<file path="src/rtl/delay_line_var.sv">
// ---------------------------------------------------------------------------
// delay_line_var
//
// Runtime-programmable delay line for N-bit samples. A circular buffer of
// MAX_DELAY slots, addressed by a write pointer, stands in for a chain of
// clock-enabled registers. The active delay d is re-registered from the
// `delay` port on every clock edge, whether or not ce is high.
//
// Behaviour by active delay:
//   d >= 1 : the block behaves like a chain of d ce-gated registers.
//            A fill counter tracks how many samples have been accepted since
//            the last flush. ovalid rises once that count reaches d.
//   d == 0 : odata and ovalid pass straight through combinationally.
//            Buffer writes still continue in this mode.
//
// Any change of d flushes the line. Stored samples are kept in the buffer,
// but none of them is shown until the line has refilled under the new d.
// A request above MAX_DELAY is clamped to MAX_DELAY and sets delay_err.
// delay_err is sticky and only rst clears it.
//
// Ports:
//   clk        in   1   system clock, rising edge
//   rst        in   1   synchronous reset, active-high
//   ce         in   1   clock enable; one sample is accepted per enabled edge
//   delay      in   DW  requested delay in ce-events, 0..MAX_DELAY
//   idata      in   N   input sample
//   odata      out  N   delayed sample (0 while not valid or in reset)
//   ovalid     out  1   odata is a real sample delayed by the active delay
//   delay_err  out  1   sticky out-of-range delay request flag
// ---------------------------------------------------------------------------
module delay_line_var #(
  parameter int N         = 8,
  parameter int MAX_DELAY = 16,
  parameter int DW        = 5
) (
  input  logic          clk,
  input  logic          rst,
  input  logic          ce,
  input  logic [DW-1:0] delay,
  input  logic [N-1:0]  idata,
  output logic [N-1:0]  odata,
  output logic          ovalid,
  output logic          delay_err
);

  localparam int            PW       = (MAX_DELAY > 1) ? $clog2(MAX_DELAY) : 1;
  localparam logic [DW-1:0] MAX_D    = DW'(MAX_DELAY);
  localparam logic [PW-1:0] LAST_PTR = PW'(MAX_DELAY - 1);
  localparam logic [DW:0]   MAX_DX   = (DW+1)'(MAX_DELAY);

  // State
  logic [N-1:0]  r_mem [MAX_DELAY];
  logic [PW-1:0] r_ptr;     // slot written by the next enabled edge
  logic [DW-1:0] r_fill;    // samples accepted since the last flush, saturates at d
  logic [DW-1:0] r_d;       // active delay
  logic [N-1:0]  r_odata;
  logic          r_ovalid;
  logic          r_err;

  // Requested delay, clamped to the legal range
  logic          w_req_err;
  logic [DW-1:0] w_new_d;
  logic          w_flush;
  logic          w_bypass;

  assign w_req_err = (delay > MAX_D);
  assign w_new_d   = w_req_err ? MAX_D : delay;
  assign w_flush   = (w_new_d != r_d);
  assign w_bypass  = (r_d == '0);

  // Read address = ptr - (d-1) modulo MAX_DELAY, computed under the new d.
  // This is correct because a delay change and a ce on the same edge belong
  // to the new d. Adding MAX_DELAY before the subtraction keeps the sum
  // non-negative, so a single conditional subtract finishes the modulo.
  logic [DW-1:0] w_dm1;
  logic [DW:0]   w_rd_sum;
  logic [DW:0]   w_rd_wrap;
  logic [PW-1:0] w_rd_addr;
  logic [N-1:0]  w_sample;

  assign w_dm1     = (w_new_d == '0) ? '0 : w_new_d - 1'b1;
  assign w_rd_sum  = (DW+1)'(r_ptr) + MAX_DX - (DW+1)'(w_dm1);
  assign w_rd_wrap = (w_rd_sum >= MAX_DX) ? w_rd_sum - MAX_DX : w_rd_sum;
  assign w_rd_addr = PW'(w_rd_wrap);

  // At d=1 the read slot is the one being written on this same edge.
  // The buffer still holds the old value there, so forward idata instead.
  assign w_sample  = (w_new_d == DW'(1)) ? idata : r_mem[w_rd_addr];

  // Next fill count and next valid flag
  logic [DW-1:0] w_fill_next;
  logic          w_valid_next;
  logic          w_out_upd;

  // NOTE: every signal written in an always_comb gets a default value first.
  // This prevents an incomplete if/else from inferring a latch.
  always_comb begin
    w_fill_next = r_fill;
    if (w_new_d == '0) begin
      w_fill_next = '0;
    end else if (w_flush) begin
      // A sample accepted on the flush edge is the first one under the new d
      w_fill_next = ce ? DW'(1) : '0;
    end else if (ce) begin
      w_fill_next = (r_fill >= w_new_d) ? w_new_d : r_fill + 1'b1;
    end
  end

  // A flush with ce=0 must still clear the output, so either event updates it
  assign w_out_upd    = w_flush | ce;
  assign w_valid_next = (w_new_d != '0) && (w_fill_next >= w_new_d);

  // NOTE: sequential state is written only with non-blocking assignments.
  // This way every register samples values from before the edge,
  // whatever order the statements are written in.
  always_ff @(posedge clk) begin
    if (rst) begin
      r_ptr    <= '0;
      r_fill   <= '0;
      r_d      <= '0;
      r_odata  <= '0;
      r_ovalid <= 1'b0;
      r_err    <= 1'b0;
    end else begin
      r_d    <= w_new_d;
      r_fill <= w_fill_next;
      if (w_req_err) begin
        r_err <= 1'b1;
      end
      if (ce) begin
        r_ptr <= (r_ptr == LAST_PTR) ? '0 : r_ptr + 1'b1;
      end
      if (w_out_upd) begin
        r_ovalid <= w_valid_next;
        r_odata  <= w_valid_next ? w_sample : '0;
      end
    end
  end

  // NOTE: the sample buffer is deliberately left without a reset.
  // The fill counter guarantees that no slot is read before it has been
  // written since the last flush, so clearing the array would only cost area.
  always_ff @(posedge clk) begin
    if (ce && !rst) begin
      r_mem[r_ptr] <= idata;
    end
  end

  // Bypass and reset gating are combinational so they act in the same cycle
  assign odata     = rst ? '0 : (w_bypass ? idata : r_odata);
  assign ovalid    = !rst && (w_bypass || r_ovalid);
  assign delay_err = r_err;

endmodule

</file>
<file path="config.mk">
export PLATFORM = sky130hd
export DESIGN_NAME = delay_line_var
export DESIGN_NICKNAME = d
export VERILOG_FILES = /design/src/rtl/delay_line_var.sv
export SDC_FILE = /design/constraint.sdc
export NUM_CORES = 1
export LEC_CHECK = 0
export CORE_UTILIZATION = 40
export CTS_BUF_LIST = sky130_fd_sc_hd__clkbuf_4
export DETAILED_ROUTE_END_ITERATION = 7
export MAX_ROUTING_LAYER = met4
export PLACE_DENSITY_LB_ADDON = 0.05
export SETUP_SLACK_MARGIN = 0.02
export SYNTH_ARGS = -nofsm -noshare
export SYNTH_HDL_FRONTEND = slang
export SYNTH_SLANG_ARGS = --single-unit
export TNS_END_PERCENT = 20
</file>
<file path="constraint.sdc">
create_clock -name clk -period 7.3 [get_ports clk]
set_clock_uncertainty 0.05 [all_clocks]
set_input_delay 0.73 -clock clk [delete_from_list [all_inputs] [get_ports clk]]
set_output_delay 0.73 -clock clk [all_outputs]
set_load 0.05 [all_outputs]
</file>
==> impl_metrics.tcl <==
set metrics [dict create \
    status "finished, final reports clean" \
    grt_max_degree 28 \
    rsz0062_at_grt "no" \
    synth_cell_types 46 \
    antennaDiodeCount 0 \
    dr.pass1.iters 5 \
    cts_made_buffers 17 \
    synth_seq_area_share_pct 64.6 \
    grt_pass1_wl_um 22800 \
    hpwl_um 10200 \
    drc_errors 0 \
    ios 26 \
    cap_violations 0 \
    initial_utilization_pct 41.5 \
    yosys_warnings 0 \
    max-slew-margin-rel_pct 21.2 \
    arrival_ns 4.94 \
    syn2layout_area_growth_pct 12.9 \
    drt_iter0_drc 193 \
    tritoncts "built" \
    synth_top_area_cell "edfxtp_1" \
    io_buffers 25 \
    slew_violations 0 \
    layout-drive-gt1-share_pct 18.7 \
    cts_hold_buf 0 \
    wl_per_cell_um 22.0 \
    yosys-top-cells-area "edfxtp_1, mux4_2, dfxtp_1" \
    drt-total-wl_um 14900 \
    layout_setup_ws_ns 2.76 \
    clk_latency_ns 0.54 \
    nets 485 \
    clk_path_buf_depth 2 \
    htreeDepth 4 \
    criticalPathCategory "input pin to flop" \
    syn_nets 449 \
    start_kind "input pin" \
    cts.sinks 152 \
    postSynthAreaPerCell_um2 16.3 \
    cp-end-kind "flop" \
    fin_crit_ns 4.54 \
    vias 3620 \
    die_area_um2 17300 \
    p_leak_uw 0.00260 \
    die_w_um 131 \
    ys_ff_latch 152 \
    critPathMaxFanout 10 \
    pre_cts_slack_ns 2.18 \
    power_density_nw_per_um2 247 \
    ys_async_sr_fraction_pct 0 \
    netlist.area_leader.share_pct 57.4 \
    synth_common_cells "edfxtp_1, mux4_2, nor2_1" \
    cp.required_ns 7.71 \
    die_y_um 131 \
    synth_ff_type "edfxtp_1" \
    synth_edf_count 128 \
    synthCells 411 \
    finalHoldViolCount 0 \
    root_buffer "clkbuf_4" \
    clkTransAtPathRegs_ns 0.12 \
    place.gp.congestion 0.793 \
    syn_area_um2 6700 \
    rows 46 \
    hp-class "flop to flop" \
    cts_setup_buffers 0 \
    max-vdd-ir-drop_uv 97.4 \
    setup_viol 0 \
    coreArea_um2 16100 \
    synth_most_common_cell "edfxtp_1" \
    tns_ns 0 \
    worst_pin_slew_ns 1.17 \
    ant_nets 0 \
    max_freq_mhz 220 \
    min_period_over_period_pct 62.1 \
    grt_pass1_vias 3753 \
    grt_usage_pct 19.0 \
    grt_overflow 0 \
    antenna_found_initial 0 \
    vias_per_cell 5.36 \
    cts_resized 0 \
]
final timing paths:
check | startpoint | endpoint | slack (ns) | depth (start not counted)
max | delay[4] | r_odata[3]$_SDFFE_PP0P_ | 2.76 | 18
min | r_odata[0]$_SDFFE_PP0P_ | r_odata[0]$_SDFFE_PP0P_ | 0.43 | 1
max reg2reg | r_fill[0]$_SDFF_PP0_ | r_odata[3]$_SDFFE_PP0P_ | 3.55 | 15
min reg2reg | r_odata[0]$_SDFFE_PP0P_ | r_odata[0]$_SDFFE_PP0P_ | 0.43 | 1
layer usage:
layer | global-route usage (%) | up-vias | wire length, um
li1 | - | 1700 | -
met4 | 6.52 | 0 | 246
met3 | 3.86 | 15 | 439
met1 | 23.7 | 1843 | 6590
met2 | 31.0 | 62 | 7600
met5 | - | - | 0
per-stage QoR:
step	cells	utilization, %	instance area, um^2	power [uW]	hold slack [ns]
detailed placement	644	44.8	7220	1280	0.396
global placement	644	44.8	7220	1280	0.394
CTS	676	46.9	7560	1890	0.429
finish	676	46.9	7560	1860	0.428
floorplan	411	-	6700	1180	0.382
global route	676	46.9	7560	1940	0.442
critical path, stage by stage:
cell and delay (ns):
clkdlybuf4s50_1 0.69, inv_2 0.12, nand2_1 0.16, inv_1 0.13
ha_1 0.29, nand2b_1 0.14, a21o_1 0.18, a21oi_1 0.15
o21a_1 0.35, mux2_1 0.38, a211oi_1 0.25, ha_1 0.16
nand2_1 0.04, o21ai_0 0.15, a211oi_1 0.10, nor2_1 0.26
nand3b_1 0.39, o2bb2ai_1 0.27
cells by family (layout without fill, tap and decap cells):
| group | after synthesis | in the layout | synth area share [%] |
|---|---|---|---|
| AOI/OAI and AO/OA | 50 | 50 | 5.06 |
| xor gates and xnor gates | 6 | 6 | 1.01 |
| adders and majority gates | 22 | 22 | 4.22 |
| buffers and inverters | 25 | 74 | 1.53 |
| DFF | 152 | 152 | 64.6 |
| muxes | 61 | 61 | 16.6 |
| and+or+nand+nor | 95 | 95 | 6.97 |
layout make-up:
class	count	area, um^2
inverters	9	33.8
fillers	1413	8550
clock buffers	19	143
flip-flops and latches	152	4320
repair buffers	33	310
well taps	216	270
multi-input cells	234	2280
clock inverters	13	203
layout by cell type (no fill, tap or decap), types with 8 or more instances in the layout:
cell type / netlist / final
edfxtp_1: 128 / 128
mux4_2: 40 / 40
nor2_1: 34 / 34
clkdlybuf4s50_1: 0 / 25
dfxtp_1: 24 / 24
mux2i_1: 20 / 20
ha_1: 21 / 20
clkbuf_4: 0 / 19
nand2_1: 17 / 17
a21oi_1: 16 / 16
and2_1: 9 / 9
and3_1: 8 / 8
o2bb2ai_1: 8 / 8
buf_4: 0 / 8
state kept, by name, summed over array words and instances, names as in the netlist:
register	cells
r_odata	8
r_fill	5
delay_err	1
r_ptr	4
r_d	5
r_ovalid	1
r_mem	128
power by group:
part / leakage (uW) / internal, uW / switching (uW)
clock network: 0.000184 / 313 / 293
registers: 0.00135 / 950 / 6.82
logic: 0.00106 / 142 / 160
(Power assumes the default switching activity.)
